**src/rtl/kgp_ctrl_pkg.sv**
```systemverilog
// Shared types and encodings for the KGP-RISC multicycle control sequencer.
package kgp_ctrl_pkg;

    localparam int unsigned PC_W_DEF  = 8;
    localparam int unsigned RET_W_DEF = 16;
    localparam int unsigned STATE_W   = 3;
    localparam int unsigned OP_W      = 2;
    localparam int unsigned FN_W      = 4;
    localparam int unsigned WB_SEL_W  = 2;

    typedef enum logic [STATE_W-1:0] {
        ST_FETCH  = 3'd0,
        ST_DECODE = 3'd1,
        ST_EXEC   = 3'd2,
        ST_MEM    = 3'd3,
        ST_WB     = 3'd4,
        ST_HALT   = 3'd5
    } state_t;

    // Opcode classes
    localparam logic [OP_W-1:0] OP_ALU_RR  = 2'b00;
    localparam logic [OP_W-1:0] OP_ALU_IMM = 2'b01;
    localparam logic [OP_W-1:0] OP_MEM     = 2'b10;
    localparam logic [OP_W-1:0] OP_CTRL    = 2'b11;

    // Branch/control function codes (op == OP_CTRL)
    localparam logic [FN_W-1:0] FN_BR   = 4'b0000;
    localparam logic [FN_W-1:0] FN_BLTZ = 4'b0001;
    localparam logic [FN_W-1:0] FN_BZ   = 4'b0010;
    localparam logic [FN_W-1:0] FN_BNZ  = 4'b0011;
    localparam logic [FN_W-1:0] FN_BL   = 4'b0100;
    localparam logic [FN_W-1:0] FN_BCY  = 4'b0101;
    localparam logic [FN_W-1:0] FN_BNCY = 4'b0110;
    localparam logic [FN_W-1:0] FN_JR   = 4'b0111;
    localparam logic [FN_W-1:0] FN_HALT = 4'b1111;

    // Writeback source select
    localparam logic [WB_SEL_W-1:0] WB_ALU  = 2'b00;
    localparam logic [WB_SEL_W-1:0] WB_MEM  = 2'b01;
    localparam logic [WB_SEL_W-1:0] WB_LINK = 2'b10;

    // Memory ops: fn[0] distinguishes sw from lw
    function automatic logic is_store(input logic [FN_W-1:0] fn_in);
        return fn_in[0];
    endfunction

endpackage

```
**src/rtl/kgp_branch_eval.sv**
```systemverilog
// Decodes branch/control function codes and evaluates the branch condition.
module kgp_branch_eval
    import kgp_ctrl_pkg::*;
(
    input  logic [FN_W-1:0] fn,
    input  logic            rs_is_zero,
    input  logic            rs_is_neg,
    input  logic            carry,
    output logic            take,
    output logic            is_jr,
    output logic            is_halt,
    output logic            is_link
);

    // Unlisted function codes fall through as NOPs (take=0, no flags)
    always_comb begin
        take    = 1'b0;
        is_jr   = 1'b0;
        is_halt = 1'b0;
        is_link = 1'b0;
        case (fn)
            FN_BR:   take = 1'b1;
            FN_BLTZ: take = rs_is_neg;
            FN_BZ:   take = rs_is_zero;
            FN_BNZ:  take = !rs_is_zero;
            FN_BL: begin
                take    = 1'b1;
                is_link = 1'b1;
            end
            FN_BCY:  take = carry;
            FN_BNCY: take = !carry;
            FN_JR:   is_jr = 1'b1;
            FN_HALT: is_halt = 1'b1;
            default: ;
        endcase
    end

endmodule

```
**src/rtl/kgp_control_fsm.sv**
```systemverilog
// Multicycle FETCH/DECODE/EXEC/MEM/WB sequencer: owns the PC, drives datapath
// strobes, resolves branches and counts retired instructions.
module kgp_control_fsm
    import kgp_ctrl_pkg::*;
#(
    parameter int unsigned PC_W  = PC_W_DEF,
    parameter int unsigned RET_W = RET_W_DEF
)(
    input  logic                clk,
    input  logic                rst_n,
    input  logic                imem_ready,
    input  logic [OP_W-1:0]     op,
    input  logic [FN_W-1:0]     fn,
    input  logic [PC_W-1:0]     addr,
    input  logic [PC_W-1:0]     rs_val,
    input  logic                rs_is_zero,
    input  logic                rs_is_neg,
    input  logic                alu_carry,
    input  logic                dmem_ready,
    output logic                imem_req,
    output logic                ir_load,
    output logic                alu_en,
    output logic                alu_src_imm,
    output logic                dmem_req,
    output logic                dmem_we,
    output logic                reg_write,
    output logic [WB_SEL_W-1:0] wb_sel,
    output logic [PC_W-1:0]     pc,
    output logic                halted,
    output logic [RET_W-1:0]    retired,
    output logic [STATE_W-1:0]  state
);

    state_t               r_state;
    state_t               w_state_nxt;
    logic [PC_W-1:0]      r_pc;
    logic [PC_W-1:0]      w_pc_nxt;
    logic [PC_W-1:0]      w_pc_inc;
    logic                 r_carry;
    logic                 w_carry_nxt;
    logic [RET_W-1:0]     r_retired;
    logic                 w_retire;
    logic                 r_halted;
    logic                 w_halted_nxt;
    logic                 r_alu_en;
    logic                 w_alu_en_nxt;
    logic                 r_alu_src_imm;
    logic                 w_alu_src_imm_nxt;
    logic                 r_dmem_req;
    logic                 w_dmem_req_nxt;
    logic                 r_dmem_we;
    logic                 w_dmem_we_nxt;
    logic                 r_reg_write;
    logic                 w_reg_write_nxt;
    logic [WB_SEL_W-1:0]  r_wb_sel;
    logic [WB_SEL_W-1:0]  w_wb_sel_nxt;
    logic                 w_take;
    logic                 w_is_jr;
    logic                 w_is_halt;
    logic                 w_is_link;

    kgp_branch_eval u_branch_eval (
        .fn         (fn),
        .rs_is_zero (rs_is_zero),
        .rs_is_neg  (rs_is_neg),
        .carry      (r_carry),
        .take       (w_take),
        .is_jr      (w_is_jr),
        .is_halt    (w_is_halt),
        .is_link    (w_is_link)
    );

    assign w_pc_inc = r_pc + PC_W'(1);

    // Fetch handshake is decoded from the state so ir_load lands in the ready cycle
    assign imem_req = (r_state == ST_FETCH);
    assign ir_load  = (r_state == ST_FETCH) && imem_ready;

    // Next state plus the strobe values the next state will present
    always_comb begin
        w_state_nxt       = r_state;
        w_pc_nxt          = r_pc;
        w_carry_nxt       = r_carry;
        w_retire          = 1'b0;
        w_halted_nxt      = r_halted;
        w_alu_en_nxt      = 1'b0;
        w_alu_src_imm_nxt = 1'b0;
        w_dmem_req_nxt    = 1'b0;
        w_dmem_we_nxt     = 1'b0;
        w_reg_write_nxt   = 1'b0;
        w_wb_sel_nxt      = WB_ALU;

        case (r_state)
            ST_FETCH: begin
                if (imem_ready) begin
                    w_state_nxt = ST_DECODE;
                end
            end

            ST_DECODE: begin
                w_state_nxt = ST_EXEC;
                case (op)
                    OP_ALU_RR: w_alu_en_nxt = 1'b1;
                    OP_ALU_IMM, OP_MEM: begin
                        w_alu_en_nxt      = 1'b1;
                        w_alu_src_imm_nxt = 1'b1;
                    end
                    default: ;
                endcase
            end

            ST_EXEC: begin
                case (op)
                    OP_ALU_RR, OP_ALU_IMM: begin
                        w_carry_nxt     = alu_carry;
                        w_state_nxt     = ST_WB;
                        w_reg_write_nxt = 1'b1;
                        w_wb_sel_nxt    = WB_ALU;
                    end
                    OP_MEM: begin
                        w_state_nxt    = ST_MEM;
                        w_dmem_req_nxt = 1'b1;
                        w_dmem_we_nxt  = is_store(fn);
                    end
                    default: begin
                        if (w_is_halt) begin
                            w_state_nxt  = ST_HALT;
                            w_halted_nxt = 1'b1;
                        end else if (w_is_link) begin
                            // bl keeps the old pc through WB so the link value is pc+1
                            w_state_nxt     = ST_WB;
                            w_reg_write_nxt = 1'b1;
                            w_wb_sel_nxt    = WB_LINK;
                        end else begin
                            w_state_nxt = ST_FETCH;
                            w_retire    = 1'b1;
                            if (w_is_jr) begin
                                w_pc_nxt = rs_val;
                            end else if (w_take) begin
                                w_pc_nxt = addr;
                            end else begin
                                w_pc_nxt = w_pc_inc;
                            end
                        end
                    end
                endcase
            end

            ST_MEM: begin
                if (dmem_ready) begin
                    if (is_store(fn)) begin
                        w_state_nxt = ST_FETCH;
                        w_retire    = 1'b1;
                        w_pc_nxt    = w_pc_inc;
                    end else begin
                        w_state_nxt     = ST_WB;
                        w_reg_write_nxt = 1'b1;
                        w_wb_sel_nxt    = WB_MEM;
                    end
                end else begin
                    w_dmem_req_nxt = 1'b1;
                    w_dmem_we_nxt  = is_store(fn);
                end
            end

            ST_WB: begin
                w_state_nxt = ST_FETCH;
                w_retire    = 1'b1;
                w_pc_nxt    = (r_wb_sel == WB_LINK) ? addr : w_pc_inc;
            end

            ST_HALT: begin
                w_state_nxt = ST_HALT;
            end

            default: begin
                w_state_nxt = ST_FETCH;
            end
        endcase
    end

    // State, architectural registers and registered strobes
    always_ff @(posedge clk) begin
        if (!rst_n) begin
            r_state       <= ST_FETCH;
            r_pc          <= '0;
            r_carry       <= 1'b0;
            r_retired     <= '0;
            r_halted      <= 1'b0;
            r_alu_en      <= 1'b0;
            r_alu_src_imm <= 1'b0;
            r_dmem_req    <= 1'b0;
            r_dmem_we     <= 1'b0;
            r_reg_write   <= 1'b0;
            r_wb_sel      <= WB_ALU;
        end else begin
            r_state       <= w_state_nxt;
            r_pc          <= w_pc_nxt;
            r_carry       <= w_carry_nxt;
            r_retired     <= r_retired + RET_W'(w_retire);
            r_halted      <= w_halted_nxt;
            r_alu_en      <= w_alu_en_nxt;
            r_alu_src_imm <= w_alu_src_imm_nxt;
            r_dmem_req    <= w_dmem_req_nxt;
            r_dmem_we     <= w_dmem_we_nxt;
            r_reg_write   <= w_reg_write_nxt;
            r_wb_sel      <= w_wb_sel_nxt;
        end
    end

    assign alu_en      = r_alu_en;
    assign alu_src_imm = r_alu_src_imm;
    assign dmem_req    = r_dmem_req;
    assign dmem_we     = r_dmem_we;
    assign reg_write   = r_reg_write;
    assign wb_sel      = r_wb_sel;
    assign pc          = r_pc;
    assign halted      = r_halted;
    assign retired     = r_retired;
    assign state       = STATE_W'(r_state);

endmodule

```
**config.mk**
```make
export PLATFORM = sky130hd
export DESIGN_NAME = kgp_control_fsm
export DESIGN_NICKNAME = d
export VERILOG_FILES = /design/src/rtl/kgp_ctrl_pkg.sv /design/src/rtl/kgp_branch_eval.sv /design/src/rtl/kgp_control_fsm.sv
export SDC_FILE = /design/constraint.sdc
export NUM_CORES = 1
export LEC_CHECK = 0
export CORE_MARGIN = 2
export CORE_UTILIZATION = 45
export CTS_CLUSTER_DIAMETER = 30
export CTS_CLUSTER_SIZE = 8
export DETAILED_ROUTE_END_ITERATION = 10
export GPL_ROUTABILITY_DRIVEN = 0
export PLACE_DENSITY = 0.79
export REMOVE_ABC_BUFFERS = 1
export SYNTH_ARGS = -nofsm -noshare
export SYNTH_HDL_FRONTEND = slang
export SYNTH_SLANG_ARGS = --single-unit
```
**constraint.sdc**
```tcl
create_clock -name clk -period 3.48 [get_ports clk]
set_clock_uncertainty 0.05 [all_clocks]
set_input_delay 0.696 -clock clk [delete_from_list [all_inputs] [get_ports clk]]
set_output_delay 0.696 -clock clk [all_outputs]
set_load 0.02 [all_outputs]
```
==> flow_summary.json, run 1 <==
{
  "status": "complete, no violations",
  "fill_cells": 436,
  "whs_ns": 0.469,
  "synth_top_flop_cell": "dfxtp_1",
  "finalWirelength_microns": 5540,
  "worstPathRequired_ns": 3.64,
  "synthTopCellsByArea": "dfxtp_1 33%, and2_1 4.6%, ha_1 4.6%",
  "synthMuxAreaShare_pct": 1.37,
  "yosysTopAreaCell": "dfxtp_1",
  "final_nets": 367,
  "tightest_slew_ns": 0.562,
  "routedWlPerCell_microns": 14.0,
  "die_area_sq_um": 5450,
  "hp-class": "flip-flop to flip-flop",
  "path_max_fanout": 7,
  "drcViolationCount": 0,
  "syn_area_per_cell_sq_um": 8.28,
  "clk_latency_ns": 0.29,
  "r2r_cells": 9,
  "yosys.area_share.adder_pct": 4.56,
  "power.share.clock_pct": 30.5,
  "ir_worst_vdd_mv": 0.162,
  "clk_pin_slew_ns": 0.07,
  "timing.rr.end": "retired[8]$_SDFF_PN0_",
  "ys_async_sr_fraction_pct": 0,
  "place_area_sq_um": 2910,
  "cts_tree": "yes",
  "synth_most_common_cell": "dfxtp_1",
  "slew-limit-headroom_pct": 62.5,
  "drt_iter0_drc": 117,
  "drv_slew": 0,
  "synth_xor_area_share_pct": 6.39,
  "seq_power_share_pct": 47.6,
  "grt_setup_unrepaired": "no",
  "overflow": 0,
  "drive_gt1_share_pct": 6.97,
  "yosys_warnings": 0,
  "synth_compound_area_share_pct": 22.7,
  "coreArea_sq_um": 4720,
  "power.switching_uw": 280,
  "die_h_microns": 73.8,
  "ys_seq_area_share_pct": 32.9,
  "grt_max_degree": 24,
  "timing.fmax_mhz": 342,
  "setup_tns_ns": 0,
  "ioPinCount": 66,
  "grt_pass1_vias": 2037,
  "antenna_found_initial": 0,
  "fin_cells": 397,
  "cts.htree.levels": 2,
  "multi_input_area_sq_um": 1360,
  "synthSimpleGateAreaFrac_pct": 27.2,
  "min_path_cells": 2,
  "cts_num_sinks": 36,
  "firstDrtPassIters": 4,
  "min_period_ns": 2.93,
  "die_w_microns": 73.8,
  "netlist_top_cells_count": "36 x dfxtp_1, 18 x o21ai_0, 17 x nor2_1",
  "fin_crit_sh_pct": 84.1,
  "initial_core_util_pct": 46.4,
  "comb_power_share_pct": 21.9,
  "diodes": 0,
  "final_util_pct": 63.2,
  "intPower_uw": 666,
  "grt_pass1_wl_microns": 9320,
  "arrival_ns": 3.08,
  "worstSetupPathType": "input pin to flip-flop",
  "synth-edff-count": 0,
  "syn_to_final_growth_pct": 36.2,
  "root_buffer": "clkbuf_8",
  "timing.rr.start": "state[2]$_SDFFE_PN0P_",
  "portBuffers": 65,
  "cts_hold_buffers": 0,
  "maxCapViolations": 0,
  "hold_path_end": "retired[13]$_SDFF_PN0_",
  "dp_cells": 390,
  "grt_use_total_pct": 21.8,
  "register_area_sq_um": 721,
  "end_kind": "flip-flop",
  "startpoint_type": "input pin",
  "synth_cell_types": 57,
  "synth_top_family_by_area": "simple AND/OR/NAND/NOR gates",
  "netlist_area_sq_um": 2190,
  "num_vias": 2168,
  "rows": 25,
  "finalSetupViolations": 0,
  "synth_top_area_share_pct": 32.9,
  "reg2reg_setup_slack_ns": 0.69,
  "stdcell_area_sq_um": 2990,
  "cts-buffers-inserted": 5,
  "p_per_area_nw_per_um2": 317,
  "finalHoldViolCount": 0,
  "p_leak_nw": 1.09,
  "dp_hpwl_microns": 4150,
  "post-cts-setup-buffers": 0,
  "avgViaCountPerCell": 5.46,
  "swShare_pct": 29.6,
  "ys_seq_elements": 36,
  "hold_path_startpoint": "retired[13]$_SDFF_PN0_",
  "drtAntennaViolNets": 0,
  "synth_cells": 265,
  "ctsResizeCount": 0,
  "clk_path_buf_depth": 2
}
-- worst max-delay path, stage by stage --
cell             delay, ns
clkdlybuf4s50_1       0.52
and4_2                0.31
nor2_1                0.12
a31o_2                0.20
ha_1                  0.16
ha_1                  0.20
nand2_1               0.06
or2_1                 0.30
or3_1                 0.33
a21boi_0              0.19
-- routing by layer --
metal	up-vias	wire length, microns	track usage [%]
li1	1087	-	-
met1	996	2520	28.7
met2	78	2640	34.7
met3	7	320	4.53
met4	0	63	8.28
met5	-	0	0
-- metrics by stage --
step                      worst slack, ns  power, mW
after CTS                           0.546      0.953
final                               0.553      0.946
after floorplan                     0.739      0.558
after detailed placement            0.242      0.664
after global placement              0.331      0.661
after global routing                0.341      0.992
-- placed cells by master, fill, tap and decap left out, types with 3 or more instances in the layout --
| cell type | count |
|---|---|
| buf_4 | 5 |
| nand2_1 | 14 |
| dfxtp_1 | 36 |
| a21boi_0 | 3 |
| nor2b_1 | 5 |
| o21ai_0 | 18 |
| a21oi_1 | 6 |
| nor3_1 | 8 |
| nand2b_1 | 4 |
| o21ai_1 | 6 |
| or3_1 | 7 |
| mux2i_1 | 3 |
| and2_1 | 16 |
| xor2_1 | 6 |
| nor2_1 | 17 |
| xnor2_1 | 10 |
| a31oi_1 | 9 |
| nand3_1 | 14 |
| ha_1 | 8 |
| clkbuf_8 | 5 |
| inv_1 | 14 |
| clkdlybuf4s50_1 | 65 |
| a22oi_1 | 4 |
-- final cells by class --
type / count / area share (%)
multi-input cells: 203 / 45.7
flip-flops and latches: 36 / 24.1
repair buffers: 70 / 23.0
well taps: 67 / 2.81
clock buffers: 6 / 2.43
inverters: 14 / 1.76
clock inverters: 1 / 0.168
-- cell families after synthesis --
group / Yosys count
and+or+nand+nor: 105
AOI/OAI and AO/OA: 71
DFF: 36
buffers and inverters: 26
xor gates and xnor gates: 16
adders and majority gates: 8
muxes: 3
-- power groups by stage --
| stage | clock (mW) | sequential (mW) | combinational, mW |
|---|---|---|---|
| detailed placement | 0 | 0.459 | 0.204 |
| finish | 0.289 | 0.450 | 0.207 |
| global route | 0.313 | 0.454 | 0.225 |
| global placement | 0 | 0.459 | 0.201 |
| CTS | 0.298 | 0.450 | 0.205 |
| floorplan | 0 | 0.469 | 0.0893 |
-- how the worst max path moves through the flow --
stage	from	to	slack (ns)	cells past startpoint
after floorplan	state[2]$_SDFFE_PN0P_	retired[15]$_SDFF_PN0_	0.74	9
after global placement	fn[1]	retired[10]$_SDFF_PN0_	0.33	11
after detailed placement	fn[3]	retired[8]$_SDFF_PN0_	0.24	10
after CTS	fn[3]	retired[8]$_SDFF_PN0_	0.55	10
after global routing	fn[3]	retired[15]$_SDFF_PN0_	0.34	10
final	fn[3]	retired[8]$_SDFF_PN0_	0.55	10
-- state kept, by name, summed over array words and instances, names as in the netlist --
signal       count
alu_en           1
alu_src_imm      1
dmem_req         1
dmem_we          1
halted           1
pc               8
r_carry          1
reg_write        1
retired         16
state            3
wb_sel           2
Power figures use the tool's default switching activity.
==> inputs of run 2 (changes only) <==
--- a/config.mk
+++ b/config.mk
@@ -6,7 +6,7 @@
 export NUM_CORES = 1
 export LEC_CHECK = 0
 export CORE_MARGIN = 2
-export CORE_UTILIZATION = 45
+export CORE_UTILIZATION = 43
 export CTS_CLUSTER_DIAMETER = 30
 export CTS_CLUSTER_SIZE = 8
 export DETAILED_ROUTE_END_ITERATION = 10
==> constraint.sdc (replaced) <==
create_clock -name clk -period 2.5 [get_ports clk]
set_clock_uncertainty 0.05 [all_clocks]
set_input_delay 0.5 -clock clk [delete_from_list [all_inputs] [get_ports clk]]
set_output_delay 0.5 -clock clk [all_outputs]
set_load 0.02 [all_outputs]
==> flow_summary.json, run 2 (synthesis results as in run 1) <==
{
  "initial_core_util_pct": 45.5,
  "clk_path_buf_depth": 2,
  "timing.fmax_mhz": 430,
  "root_buffer": "clkbuf_8",
  "mostFrequentLayoutCells": "61 x clkdlybuf4s50_1, 36 x dfxtp_1, 23 x buf_4",
  "die_h_microns": 75.4,
  "firstDrtPassIters": 4,
  "cts.htree.levels": 2,
  "clk_pin_slew_ns": 0.07,
  "grt_use_total_pct": 21.7,
  "routedWlPerCell_microns": 13.9,
  "drtAntennaViolNets": 0,
  "maxCapViolations": 0,
  "power.share.clock_pct": 31.5,
  "die_area_sq_um": 5690,
  "min_path_cells": 2,
  "overflow": 0,
  "place_area_sq_um": 3040,
  "startpoint_type": "flip-flop",
  "drcViolationCount": 0,
  "hp-class": "flip-flop to flip-flop",
  "final_util_pct": 65.9,
  "reg2reg_setup_slack_ns": 0.25,
  "intPower_uw": 980,
  "status": "complete, no violations",
  "cts_hold_buffers": 0,
  "ioPinCount": 66,
  "p_leak_nw": 1.22,
  "syn_to_final_growth_pct": 44.7,
  "die_w_microns": 75.4,
  "worstPathRequired_ns": 1.95,
  "fin_crit_sh_pct": 93.1,
  "path_max_fanout": 10,
  "hold_path_startpoint": "retired[8]$_SDFF_PN0_",
  "drive_gt1_share_pct": 13.5,
  "finalWirelength_microns": 5760,
  "cts_num_sinks": 36,
  "comb_power_share_pct": 23.9,
  "power.switching_uw": 391,
  "drt_iter0_drc": 173,
  "clk_latency_ns": 0.29,
  "ir_worst_vdd_mv": 0.273,
  "grt_max_degree": 27,
  "p_total_mw": 1.37,
  "fill_cells": 429,
  "min_period_ns": 2.33,
  "rows": 25,
  "setup_tns_ns": 0,
  "p_per_area_nw_per_um2": 432,
  "avgViaCountPerCell": 5.60,
  "post-cts-setup-buffers": 0,
  "largest_reg_flops": 16,
  "portBuffers": 65,
  "slew-limit-headroom_pct": 66.1,
  "stdcell_area_sq_um": 3170,
  "r2r_cells": 10,
  "grt_pass1_vias": 2208,
  "tightest_slew_ns": 0.506,
  "cts-buffers-inserted": 5,
  "end_kind": "primary output",
  "coreArea_sq_um": 4820,
  "hold_path_end": "retired[8]$_SDFF_PN0_",
  "seq_power_share_pct": 44.7,
  "worstSetupPathType": "flip-flop to primary output",
  "arrival_ns": 1.78,
  "dp_hpwl_microns": 4440,
  "diodes": 0,
  "grt_pass1_wl_microns": 9800,
  "finalHoldViolCount": 0,
  "timing.rr.start": "state[2]$_SDFFE_PN0P_",
  "final_common_cell": "clkdlybuf4s50_1",
  "num_vias": 2328,
  "cts_tree": "yes",
  "finalSetupViolations": 0,
  "timing.rr.end": "retired[14]$_SDFF_PN0_",
  "grt_setup_unrepaired": "no",
  "swShare_pct": 28.5,
  "antenna_found_initial": 0,
  "drv_slew": 0,
  "final_nets": 385
}
## run 2: changes by cell type in the layout (fill, tap and decap cells not counted), sizes merged
cell / change
buf: +18
clkdlybuf4s50: -4
dlymetal6s2s: +3
clkbuf: +2
clkinv: -1
dlygate4sd2: +1
## run 2: worst max path at each step
stage	start	endpoint	cells after the start
after floorplan	state[2]$_SDFFE_PN0P_	retired[15]$_SDFF_PN0_	9
after global placement	fn[0]	retired[10]$_SDFF_PN0_	11
after detailed placement	fn[0]	retired[10]$_SDFF_PN0_	11
after CTS	fn[3]	retired[8]$_SDFF_PN0_	10
after global routing	dmem_ready	retired[12]$_SDFF_PN0_	10
final	state[1]$_SDFFE_PN0P_	ir_load	4
## run 2: area by class of cell
class | instances | area [sq um] | share of cell area, %
Sequential cell | 36 | 721 | 22.7
Tap cell | 67 | 83.8 | 2.64
Multi-Input combinational cell | 203 | 1400 | 44.0
Timing Repair Buffer | 88 | 830 | 26.1
Clock buffer | 8 | 90.1 | 2.84
Inverter | 14 | 52.6 | 1.66
## run 2: timing repair
action / in CTS / in global routing
pin swaps: 0 / 1
setup endpoints to repair: 5 / 9
gates resized for setup: 4 / 10
## run 2: per-stage QoR
| stage | setup WS (ns) | std cells | hold slack, ns |
|---|---|---|---|
| floorplan | -0.241 | 253 | 0.459 |
| global placement | -0.310 | 408 | 0.446 |
| detailed placement | -0.407 | 408 | 0.454 |
| CTS | 0.00760 | 416 | 0.486 |
| global route | 0.0377 | 416 | 0.493 |
| finish | 0.173 | 416 | 0.472 |
## run 2: critical path, stage by stage, from the launching register on
cell             delay (ns)
dfxtp_1                0.35
buf_4                  0.19
nor3_2                 0.21
and2_1                 0.14
clkdlybuf4s50_1        0.59
## run 2: power by group through the flow
stage | clock [mW] | sequential, mW | combinational [mW]
global placement | 0 | 0.625 | 0.316
detailed placement | 0 | 0.625 | 0.321
global route | 0.455 | 0.615 | 0.357
floorplan | 0 | 0.653 | 0.124
finish | 0.432 | 0.613 | 0.327
CTS | 0.434 | 0.612 | 0.322
## run 2: metal layers
layer	wire, microns	track usage (%)
met3	366	4.10
met4	91	7.02
met5	0	0
met2	2610	34.9
met1	2700	29.6
